## config.mk

```make
export PLATFORM = sky130hd
export DESIGN_NAME = mcu_stripe_reader
export DESIGN_NICKNAME = d
export VERILOG_FILES = /design/src/rtl/mcu_stripe_reader.sv
export SDC_FILE = /design/constraint.sdc
export NUM_CORES = 1
export LEC_CHECK = 0
export BUFFER_PORTS_ARGS = -buffer_cell sky130_fd_sc_hd__buf_2
export CELL_PAD_IN_SITES_DETAIL_PLACEMENT = 1
export CELL_PAD_IN_SITES_GLOBAL_PLACEMENT = 1
export CORE_MARGIN = 5
export CORE_UTILIZATION = 49
export DETAILED_ROUTE_END_ITERATION = 8
export PLACE_DENSITY_LB_ADDON = 0.15
export SETUP_SLACK_MARGIN = 0.15
export SYNTH_ARGS = -nofsm -noshare
export SYNTH_HDL_FRONTEND = slang
export SYNTH_SLANG_ARGS = --single-unit
```

## constraint.sdc

```tcl
create_clock -name clock -period 4.2 [get_ports clock]
set_input_delay 0.42 -clock clock [delete_from_list [all_inputs] [get_ports clock]]
set_output_delay 0.42 -clock clock [all_outputs]
set_load 0.01 [all_outputs]
```

## src/rtl/mcu_stripe_reader.sv

```systemverilog
// mcu_stripe_reader: read side of the double-buffered EBR pixel store.
// When the ingester flips its front-buffer select, the half it just finished
// is read back one 8x8 MCU at a time and streamed out, one pixel per beat.
// Build option: define MCU_READER_TRANSPOSE_EN to emit each MCU column-major
// (py fastest) instead of raster order (px fastest).
`timescale 1ns/1ps

module mcu_stripe_reader #(
    parameter int width_pix  = 320,
    parameter int height_pix = 240,
    parameter int num_ebr    = 5,
    parameter int ebr_size   = 512,
    localparam int blk_w     = (num_ebr > 1) ? $clog2(num_ebr) : 1,
    localparam int addr_w    = $clog2(ebr_size)
) (
    input  logic              clock,
    input  logic              nreset,
    input  logic              frontbuffer_select,
    output logic [blk_w-1:0]  rd_block_select,
    output logic              rd_buffer_select,
    output logic [addr_w-1:0] rd_addr,
    output logic              rd_en,
    input  logic [7:0]        rd_data,
    output logic [7:0]        pix_data,
    output logic              pix_valid,
    input  logic              pix_ready,
    output logic              mcu_first,
    output logic              mcu_last,
    output logic              frame_last,
    output logic              overrun
);

    localparam int mcus_x   = width_pix / 8;
    localparam int stripes  = height_pix / 8;
    localparam int mcux_w   = (mcus_x > 1) ? $clog2(mcus_x) : 1;
    localparam int stripe_w = (stripes > 1) ? $clog2(stripes) : 1;
    localparam int div_w    = addr_w - 6;

    localparam logic [blk_w-1:0]    blk_last    = blk_w'(num_ebr - 1);
    localparam logic [mcux_w-1:0]   mcux_last   = mcux_w'(mcus_x - 1);
    localparam logic [stripe_w-1:0] stripe_last = stripe_w'(stripes - 1);

    typedef enum logic [1:0] {
        ST_IDLE,
        ST_READ,
        ST_DRAIN
    } state_t;

    // One output-FIFO slot: the pixel plus the flags that travel with it.
    typedef struct packed {
        logic       frame_last;
        logic       last;
        logic       first;
        logic [7:0] data;
    } fifo_entry_t;

    state_t                state_q, state_d;
    logic                  fb_prev_q, fb_prev_d;
    logic                  fb_init_q, fb_init_d;
    logic                  pending_q, pending_d;
    logic                  pending_half_q, pending_half_d;
    logic                  overrun_q, overrun_d;
    logic                  rd_buffer_select_q, rd_buffer_select_d;
    logic [2:0]            inner_q, inner_d;
    logic [2:0]            outer_q, outer_d;
    logic [blk_w-1:0]      blk_q, blk_d;
    logic [div_w-1:0]      div_q, div_d;
    logic [mcux_w-1:0]     mcux_q, mcux_d;
    logic [stripe_w-1:0]   stripe_q, stripe_d;
    logic                  rd_valid_q, rd_valid_d;
    logic [2:0]            rd_flags_q, rd_flags_d;
    fifo_entry_t           fifo_q [2];
    fifo_entry_t           fifo_d [2];
    logic                  wr_ptr_q, wr_ptr_d;
    logic                  rd_ptr_q, rd_ptr_d;
    logic [1:0]            count_q, count_d;

    logic                  toggle;
    logic                  pop;
    logic [2:0]            occ;
    logic                  first_c, last_c, stripe_end_c, frame_last_c;
    logic [2:0]            px, py;
    fifo_entry_t           head;

    // Inner counter is the fastest-moving coordinate inside the MCU.
`ifdef MCU_READER_TRANSPOSE_EN
    assign py = inner_q;
    assign px = outer_q;
`else
    assign px = inner_q;
    assign py = outer_q;
`endif

    // A flip is only meaningful once fb_prev holds a real sample.
    assign toggle = fb_init_q && (frontbuffer_select != fb_prev_q);

    assign pix_valid = (count_q != 2'd0);
    assign pop       = pix_valid && pix_ready;

    // Slots committed after this cycle: stored pixels minus the one leaving,
    // plus the read whose data is on rd_data now. Counting the pop lets a
    // new read issue every clock while the consumer keeps up.
    assign occ   = {1'b0, count_q} + {2'b00, rd_valid_q} - {2'b00, pop};
    assign rd_en = (state_q == ST_READ) && (occ < 3'd2);

    assign first_c      = (inner_q == 3'd0) && (outer_q == 3'd0);
    assign last_c       = (inner_q == 3'd7) && (outer_q == 3'd7);
    assign stripe_end_c = last_c && (mcux_q == mcux_last);
    assign frame_last_c = stripe_end_c && (stripe_q == stripe_last);

    assign rd_addr          = {div_q, py, px};
    assign rd_block_select  = blk_q;
    assign rd_buffer_select = rd_buffer_select_q;
    assign overrun          = overrun_q;

    assign head       = fifo_q[rd_ptr_q];
    assign pix_data   = head.data;
    assign mcu_first  = pix_valid && head.first;
    assign mcu_last   = pix_valid && head.last;
    assign frame_last = pix_valid && head.frame_last;

    // Next-state for the stripe FSM, MCU address counters and flip tracking.
    always_comb begin
        // NOTE: every signal gets a default first so no path leaves one
        // unassigned; that is what keeps this block from inferring latches.
        state_d            = state_q;
        fb_prev_d          = frontbuffer_select;
        fb_init_d          = 1'b1;
        pending_d          = pending_q;
        pending_half_d     = pending_half_q;
        overrun_d          = overrun_q;
        rd_buffer_select_d = rd_buffer_select_q;
        inner_d            = inner_q;
        outer_d            = outer_q;
        blk_d              = blk_q;
        div_d              = div_q;
        mcux_d             = mcux_q;
        stripe_d           = stripe_q;
        rd_valid_d         = rd_en;
        rd_flags_d         = {frame_last_c, last_c, first_c};

        unique case (state_q)
            ST_IDLE: begin
                if (pending_q) begin
                    state_d = ST_READ;
                end
            end
            ST_READ: begin
                if (rd_en) begin
                    if (inner_q == 3'd7) begin
                        inner_d = 3'd0;
                        if (outer_q == 3'd7) begin
                            outer_d = 3'd0;
                            mcux_d  = mcux_q + mcux_w'(1);
                            if (blk_q == blk_last) begin
                                blk_d = '0;
                                div_d = div_q + div_w'(1);
                            end else begin
                                blk_d = blk_q + blk_w'(1);
                            end
                        end else begin
                            outer_d = outer_q + 3'd1;
                        end
                    end else begin
                        inner_d = inner_q + 3'd1;
                    end
                    if (stripe_end_c) begin
                        state_d  = ST_DRAIN;
                        stripe_d = (stripe_q == stripe_last) ? '0 : stripe_q + stripe_w'(1);
                    end
                end
            end
            ST_DRAIN: begin
                if ((count_q == 2'd0) && !rd_valid_q) begin
                    state_d = pending_q ? ST_READ : ST_IDLE;
                end
            end
            default: state_d = ST_IDLE;
        endcase

        // Starting a stripe: consume the pending flip and rewind the counters.
        if ((state_q != ST_READ) && (state_d == ST_READ)) begin
            pending_d          = 1'b0;
            rd_buffer_select_d = pending_half_q;
            inner_d            = '0;
            outer_d            = '0;
            blk_d              = '0;
            div_d              = '0;
            mcux_d             = '0;
        end

        // A flip on top of unread or in-progress work means a stripe is lost;
        // the running stripe finishes and the newest half is queued.
        if (toggle) begin
            pending_d      = 1'b1;
            pending_half_d = fb_prev_q;
            if (pending_q || (state_q != ST_IDLE)) begin
                overrun_d = 1'b1;
            end
        end
    end

    // Output FIFO bookkeeping: capture returning read data, release on handshake.
    always_comb begin
        fifo_d   = fifo_q;
        wr_ptr_d = wr_ptr_q;
        rd_ptr_d = rd_ptr_q;
        count_d  = count_q;
        if (rd_valid_q) begin
            fifo_d[wr_ptr_q] = '{frame_last: rd_flags_q[2], last: rd_flags_q[1],
                                 first: rd_flags_q[0], data: rd_data};
            wr_ptr_d = ~wr_ptr_q;
        end
        if (pop) begin
            rd_ptr_d = ~rd_ptr_q;
        end
        if (rd_valid_q && !pop) begin
            count_d = count_q + 2'd1;
        end else if (!rd_valid_q && pop) begin
            count_d = count_q - 2'd1;
        end
    end

    // State register bank.
    always_ff @(posedge clock or negedge nreset) begin
        if (!nreset) begin
            // NOTE: the two FIFO slots are reset too; they are plain flops,
            // and it keeps pix_data defined from the first cycle.
            state_q            <= ST_IDLE;
            fb_prev_q          <= 1'b0;
            fb_init_q          <= 1'b0;
            pending_q          <= 1'b0;
            pending_half_q     <= 1'b0;
            overrun_q          <= 1'b0;
            rd_buffer_select_q <= 1'b0;
            inner_q            <= '0;
            outer_q            <= '0;
            blk_q              <= '0;
            div_q              <= '0;
            mcux_q             <= '0;
            stripe_q           <= '0;
            rd_valid_q         <= 1'b0;
            rd_flags_q         <= '0;
            fifo_q             <= '{default: '0};
            wr_ptr_q           <= 1'b0;
            rd_ptr_q           <= 1'b0;
            count_q            <= 2'd0;
        end else begin
            // NOTE: non-blocking assignments so every flop samples the
            // pre-edge values, independent of statement order.
            state_q            <= state_d;
            fb_prev_q          <= fb_prev_d;
            fb_init_q          <= fb_init_d;
            pending_q          <= pending_d;
            pending_half_q     <= pending_half_d;
            overrun_q          <= overrun_d;
            rd_buffer_select_q <= rd_buffer_select_d;
            inner_q            <= inner_d;
            outer_q            <= outer_d;
            blk_q              <= blk_d;
            div_q              <= div_d;
            mcux_q             <= mcux_d;
            stripe_q           <= stripe_d;
            rd_valid_q         <= rd_valid_d;
            rd_flags_q         <= rd_flags_d;
            fifo_q             <= fifo_d;
            wr_ptr_q           <= wr_ptr_d;
            rd_ptr_q           <= rd_ptr_d;
            count_q            <= count_d;
        end
    end

endmodule

```

Yosys cells after proc, flatten, opt, wreduce, memory -nomap -nowiden

Index checks and enable logic that the tools add are counted.

Register bits: 61
Bits in latches: 0
Bits in writable memories: 0
Memory bits (read-only): 0
Input port bits: 12
Output and inout bits: 27
Word-level logic and storage cells: 134
Memories: 0

Add/sub/neg operators: 10
Multipliers: 0
Div/mod/pow operators: 0
Order comparisons: 4
Eq/ne operators: 10
Shifts and indexed selects: 0
Multiplexer cells: 43
Bitwise logic cells: 4
Reductions and logical operators: 37

Operator list:

| operator                                      | number |
|---|---|
| 2-to-1 mux 3 bit                              | 21 |
| 2-to-1 mux 11 bit                             | 4 |
| 2-to-1 mux 6 bit                              | 5 |
| bitwise mux 22 bit                            | 1 |
| nonzero test 2 bit                            | 9 |
| logical AND 1 bit                             | 15 |
| adder 3 x 1 -> 3 bit, second input constant   | 4 |
| 2-to-1 mux 2 bit                              | 6 |
| demux 11 bit (select 1 bit)                   | 1 |
| == test 3 bit, second input constant          | 3 |
| adder 6 x 1 -> 6 bit, second input constant   | 1 |
| == test 6 bit, second input constant          | 1 |
| logical NOT 3 bit                             | 2 |
| one-hot mux 2 bit (3 select lines)            | 1 |
| AND reduction 3 bit                           | 2 |
| adder 5 x 1 -> 5 bit, second input constant   | 1 |
| == test 5 bit, second input constant          | 1 |
| 2-to-1 mux 5 bit                              | 1 |
| AND reduction 5 bit                           | 1 |
| == test 2 x 1 -> 1 bit, second input constant | 2 |
| >= comparator 2 bit, second input constant    | 2 |
| logical NOT 2 bit                             | 2 |
| NOT 1 -> 2 bit                                | 2 |
| AND reduction 2 bit                           | 2 |
| other kinds (14)                              | 18 |

Longest topological paths before layout

Word-level depth: 11
Mapped depth: 13
Mapped depth without buffers: 12

Worst setup path after synthesis

OpenSTA, ideal clock, no wires.

Path kind: flip-flop to flip-flop
Start: reg count_q[1]
End: reg mcux_q[5]
Library setup time: 77 ps
Arrival: 2886 ps
Required time: 4123 ps
Setup slack: 1237 ps
Stages on the path, launching flop included: 13
Path buffers: 1
Clock period less this slack: 2963 ps
Cell sequence: dfrtp_1 buf_6 nor2_1 inv_1 nand2_1 inv_1 ha_1 nand2b_1 fa_1 and3b_2 nand2_4 or4_1 a21oi_1

Cells in the longest elaborated chain, start to end: 11
Elaborated cells on any way between the ends: 19
Those cells by class: add/sub: 2; order compare: 1; eq/ne: 1; mux: 4; reduce/logical: 11

RTL lines:

| element                                 | line | RTL |
|---|---|---|
| start, declared                         | 76   | `logic [1:0] count_q, count_d;` |
| start signal, assigned                  | 269  | `count_q <= count_d;` |
| nonzero test 2 bit (*)                  | 97   | `assign pix_valid = (count_q != 2'd0);` |
| net pix_valid                           | 25   | `output logic pix_valid,` |
| logical AND 1 bit (*)                   | 98   | `assign pop = pix_valid && pix_ready;` |
| net pop                                 | 79   | `logic pop;` |
| subtractor 3 x 1 -> 3 bit (*)           | 103  | `assign occ = {1'b0, count_q} + {2'b00, rd_valid_q} - {2'b00, pop};` |
| less-than comparator 3 x 2 -> 1 bit (*) | 104  | `assign rd_en = (state_q == ST_READ) && (occ < 3'd2);` |
| logical AND 1 bit (*)                   | 104  |  |
| 2-to-1 mux 2 bit                        | 149  | `if (rd_en) begin` |
| one-hot mux 2 bit (3 select lines)      | 142  | `unique case (state_q)` |
| == test 2 x 1 -> 1 bit                  | 182  | `if ((state_q != ST_READ) && (state_d == ST_READ)) begin` |
| logical AND 1 bit                       | 182  |  |
| nonzero test 2 bit (no line)            | n/a  |  |
| AND reduction 4 bit (no line)           | n/a  |  |
| end signal, assigned                    | 262  | `mcux_q <= mcux_d;` |
| end, declared                           | 68   | `logic [mcux_w-1:0] mcux_q, mcux_d;` |

The timed path passes the listed nets; every way through them passes the cells marked *.
A chain may end at the register's enable or synchronous reset.

Final worst setup path

Start: reg count_q[1]
End: out rd_en

Cells in the longest elaborated chain, start to end: 5
Elaborated cells on any way between the ends: 6
Those cells by class: add/sub: 2; order compare: 1; reduce/logical: 3

RTL lines:

| element                             | line | RTL |
|---|---|---|
| nonzero test 2 bit                  | 97   |  |
| logical AND 1 bit                   | 98   |  |
| net pop                             | 79   |  |
| subtractor 3 x 1 -> 3 bit           | 103  |  |
| less-than comparator 3 x 2 -> 1 bit | 104  |  |
| logical AND 1 bit                   | 104  |  |
| end, declared                       | 22   | `output logic rd_en,` |

The timed path passes the listed nets, and every way through them passes these cells.

==> results.py <==
metrics = {
    "routing": {
        "dr.pass1.iters": 4,
        "routed_wl_mm": 6.158,
        "vias": 1972,
        "antenna_left": 0,
        "drcViolationCount": 0,
        "wl_per_cell_um": 16.69,
        "viasPerCell": 5.344,
        "drt_iter0_drc": 45,
    },
    "timing": {
        "period_minus_slack_ns": 3.657,
        "report.final.setup_viol": 0,
        "rsz0062_at_grt": "false",
        "report.final.hold_viol_count": 0,
        "setup_tns_ns": 0,
        "fmax_mhz": 273.5,
        "worst-slew-pin-transition_ns": 1.155,
        "post-route-period-util_pct": 87.06,
        "report.final.slew_viol_count": 0,
        "fin_worst_skew_ns": 0.005465,
        "slew_headroom_pct": 22.68,
    },
    "min_path": {
        "hold_class": "input pin to asynchronous set/reset pin",
    },
    "cells_and_area": {
        "area_growth_pct": 16.44,
        "fillCellCount": 639,
        "antenna_cells": 0,
        "drive_above_1_share_pct": 31.97,
        "utilization_pct": 58.17,
        "nNetsFinal": 316,
        "final_area_um2": 3403,
    },
    "global_route": {
        "overflow": 0,
        "grt_pass1_wl_mm": 10.34,
        "antenna_found_initial": 0,
        "grt_max_degree": 33,
        "grt.total_usage_pct": 18.16,
        "grt_pass1_vias": 2129,
    },
    "logic_synthesis": {
        "synth_compound_area_share_pct": 6.721,
        "synth_cell_types": 47,
        "synth_fp_nets": 272,
        "synth.yosys.seq_area_share_pct": 52.23,
        "yosysWarnings": 0,
        "synth_xor_area_share_pct": 4.238,
        "syn_inst": 245,
        "synth-adder-area-share_pct": 6.678,
        "ys_ff_latch": 61,
        "synth-main-ff-cell": "dfrtp_1",
        "synth_top_family_by_area": "multiplexers",
        "yosys.area_share.simple_pct": 12.97,
        "synth_area_per_cell_um2": 11.93,
        "synthArstFlopShare_pct": 100.0,
        "synth_edf_count": 0,
        "synth_mux_area_share_pct": 14.00,
        "syn_area_um2": 2923,
    },
    "power_and_ir_drop": {
        "leakagePower_nw": 1.690,
        "p_seq_share_pct": 37.9,
        "ir_drop_v": 0.0002704,
        "p_clk_share_pct": 25.9,
        "power_mw": 2.278,
        "sw_frac_of_total_pct": 34.51,
        "p_int_mw": 1.492,
        "combPwrFrac_pct": 36.2,
        "powerDensity_nw_per_um2": 669.5,
        "netSwitchingPower_uw": 786.4,
    },
    "critical_path": {
        "critPathRequiredTime_ns": 3.78,
        "endpoint_kind": "output port",
        "critPathSlowestCell": "fa_1",
        "path_class": "flip-flop to output port",
        "crit_path_max_fanout": 8,
        "cp_top_family": "simple AND/OR/NAND/NOR gates",
        "crit_path_max_incr_delay_ns": 0.60,
        "worst-path-buf-inv": 4,
        "cpMostUsedCell": "inv_1",
        "crit_chain": "nor2_1 -> inv_1 -> nand2_1 -> inv_1 -> ha_1 -> nand2b_1 -> fa_1 -> and3b_2 -> nand2_4 -> inv_1 -> buf_2",
        "cp-start-kind": "flip-flop",
        "cp.arrival_ns": 3.24,
    },
    "cts": {
        "clkSinkCount": 61,
        "cts_buffers": 9,
        "cts_resized": 0,
        "cts_root_buf": "clkbuf_8",
        "path_clk_slew_ns": 0.06,
        "cts_tree": "built",
        "htree_num_levels": 3,
        "cts_buffer_depth": 2,
        "cts_setup_buffers": 0,
        "hold_buffers": 0,
        "clkLatencyLatePin_ns": 0.34,
    },
    "placement": {
        "place.gp.congestion": 0.8311,
        "numPortBuffers": 38,
        "dpl_cell_area_um2": 3178,
        "hpwl_mm": 4.439,
    },
    "job": {
        "maxCapViolations": 0,
    },
    "die": {
        "die_x_um": 87.23,
        "core_um2": 5851,
        "initial_core_util_pct": 49.96,
        "io_pins": 39,
        "dieArea_um2": 7609,
        "row_count": 28,
        "die_y_um": 87.23,
    },
    "outcome": {
        "status": "finished, final reports clean",
    },
}
## layout by cell type, fill, tap and decap left out, types with 2 or more instances in the layout
master     count
nor2b_1        2
nor2_1        16
mux2i_1        6
and3_1         3
dfrtp_1       61
bufinv_16      2
or3_1          2
nand2_1       15
o31ai_1        6
nand3_1        7
clkinv_2       2
o21ai_0        7
xnor2_1        4
buf_2         38
xor2_1         7
inv_1         14
ha_1          14
nor3_1         4
nand4_1        4
nand3b_1       3
mux2_2        31
clkbuf_8      11
a21oi_1       10
## flip-flops by register name, summed over array words and instances, names as in the netlist
register,cells
rd_flags_q,3
stripe_q,5
fb_prev_q,1
pending_half_q,1
rd_block_select,3
mcux_q,6
state_q,2
rd_valid_q,1
rd_ptr_q,1
fb_init_q,1
fifo_q,22
overrun,1
outer_q,3
inner_q,3
rd_buffer_select,1
div_q,3
wr_ptr_q,1
pending_q,1
count_q,2
## per-layer routing
layer  vias up  global-route usage (%)  share of wire (%)
met5         -                       0                  0
met4         0                   7.113                1.5
met3         9                   4.920                3.8
met2        37                   30.50                 51
met1       977                   22.20                 44
li1        949                       -                  -
## power by group through the flow
stage | logic, mW | clock network [mW] | registers, mW
after floorplan | 0.628 | 0 | 0.826
after global placement | 0.796 | 0 | 0.869
after detailed placement | 0.833 | 0 | 0.880
after CTS | 0.844 | 0.604 | 0.868
after global routing | 0.919 | 0.639 | 0.884
final | 0.824 | 0.591 | 0.864
## per-stage QoR
stage / worst slack, ns / cells / hold WS (ns)
6_report: 0.5434 / 369 / 0.1237
5_1_grt: 0.2634 / 369 / 0.1709
4_1_cts: 0.5036 / 369 / 0.1384
3_5_place_dp: 0.9070 / 353 / 0.4613
3_3_place_gp: 1.038 / 353 / 0.4565
2_1_floorplan: 1.237 / 245 / 0.1244
## cells in the mapped netlist, drive strengths merged (4+ instances only)
| master | number | area share (%) |
|---|---|---|
| dfrtp | 61 | 52 |
| mux2 | 31 | 12 |
| nand2 | 16 | 2.3 |
| nor2 | 16 | 2.1 |
| ha | 14 | 6.0 |
| inv | 14 | 1.8 |
| a21oi | 10 | 1.7 |
| nand3 | 8 | 1.5 |
| o21ai | 7 | 1.2 |
| o31ai | 7 | 2.0 |
| xor2 | 7 | 2.1 |
| mux2i | 6 | 2.1 |
| buf | 5 | 1.1 |
| nand4 | 5 | 1.3 |
| xnor2 | 5 | 2.1 |
| nor3 | 4 | 0.68 |
## logic make-up (layout without fill, tap and decap cells)
family | after synthesis | count (layout)
DFF | 61 | 61
buffers and inverters | 20 | 69
AOI/OAI and AO/OA | 31 | 31
and+or+nand+nor | 68 | 68
other | 1 | 1
muxes | 37 | 37
xor gates and xnor gates | 12 | 12
adders and majority gates | 15 | 15
## layout make-up
| type | count | area, um^2 | share of cell area, % |
|---|---|---|---|
| repair buffers | 39 | 197.7 | 5.809 |
| clock buffers | 12 | 155.1 | 4.559 |
| well taps | 75 | 93.84 | 2.757 |
| inverters | 14 | 52.55 | 1.544 |
| multi-input cells | 164 | 1308 | 38.42 |
| clock inverters | 4 | 70.07 | 2.059 |
| flip-flops and latches | 61 | 1526 | 44.85 |
## worst paths after layout
kind	startpoint	endpoint	slack [ns]	cells after the start
max	count_q[1]	rd_en	0.54	11
min	nreset	fifo_q[5]	0.12	1
max reg2reg	count_q[1]	mcux_q[5]	0.91	11
min reg2reg	overrun	overrun	0.47	1
max in group asynchronous	nreset	div_q[2]	3.22	2
min in group clock	frontbuffer_select	fb_prev_q	0.24	1
(Power assumes the default switching activity.)
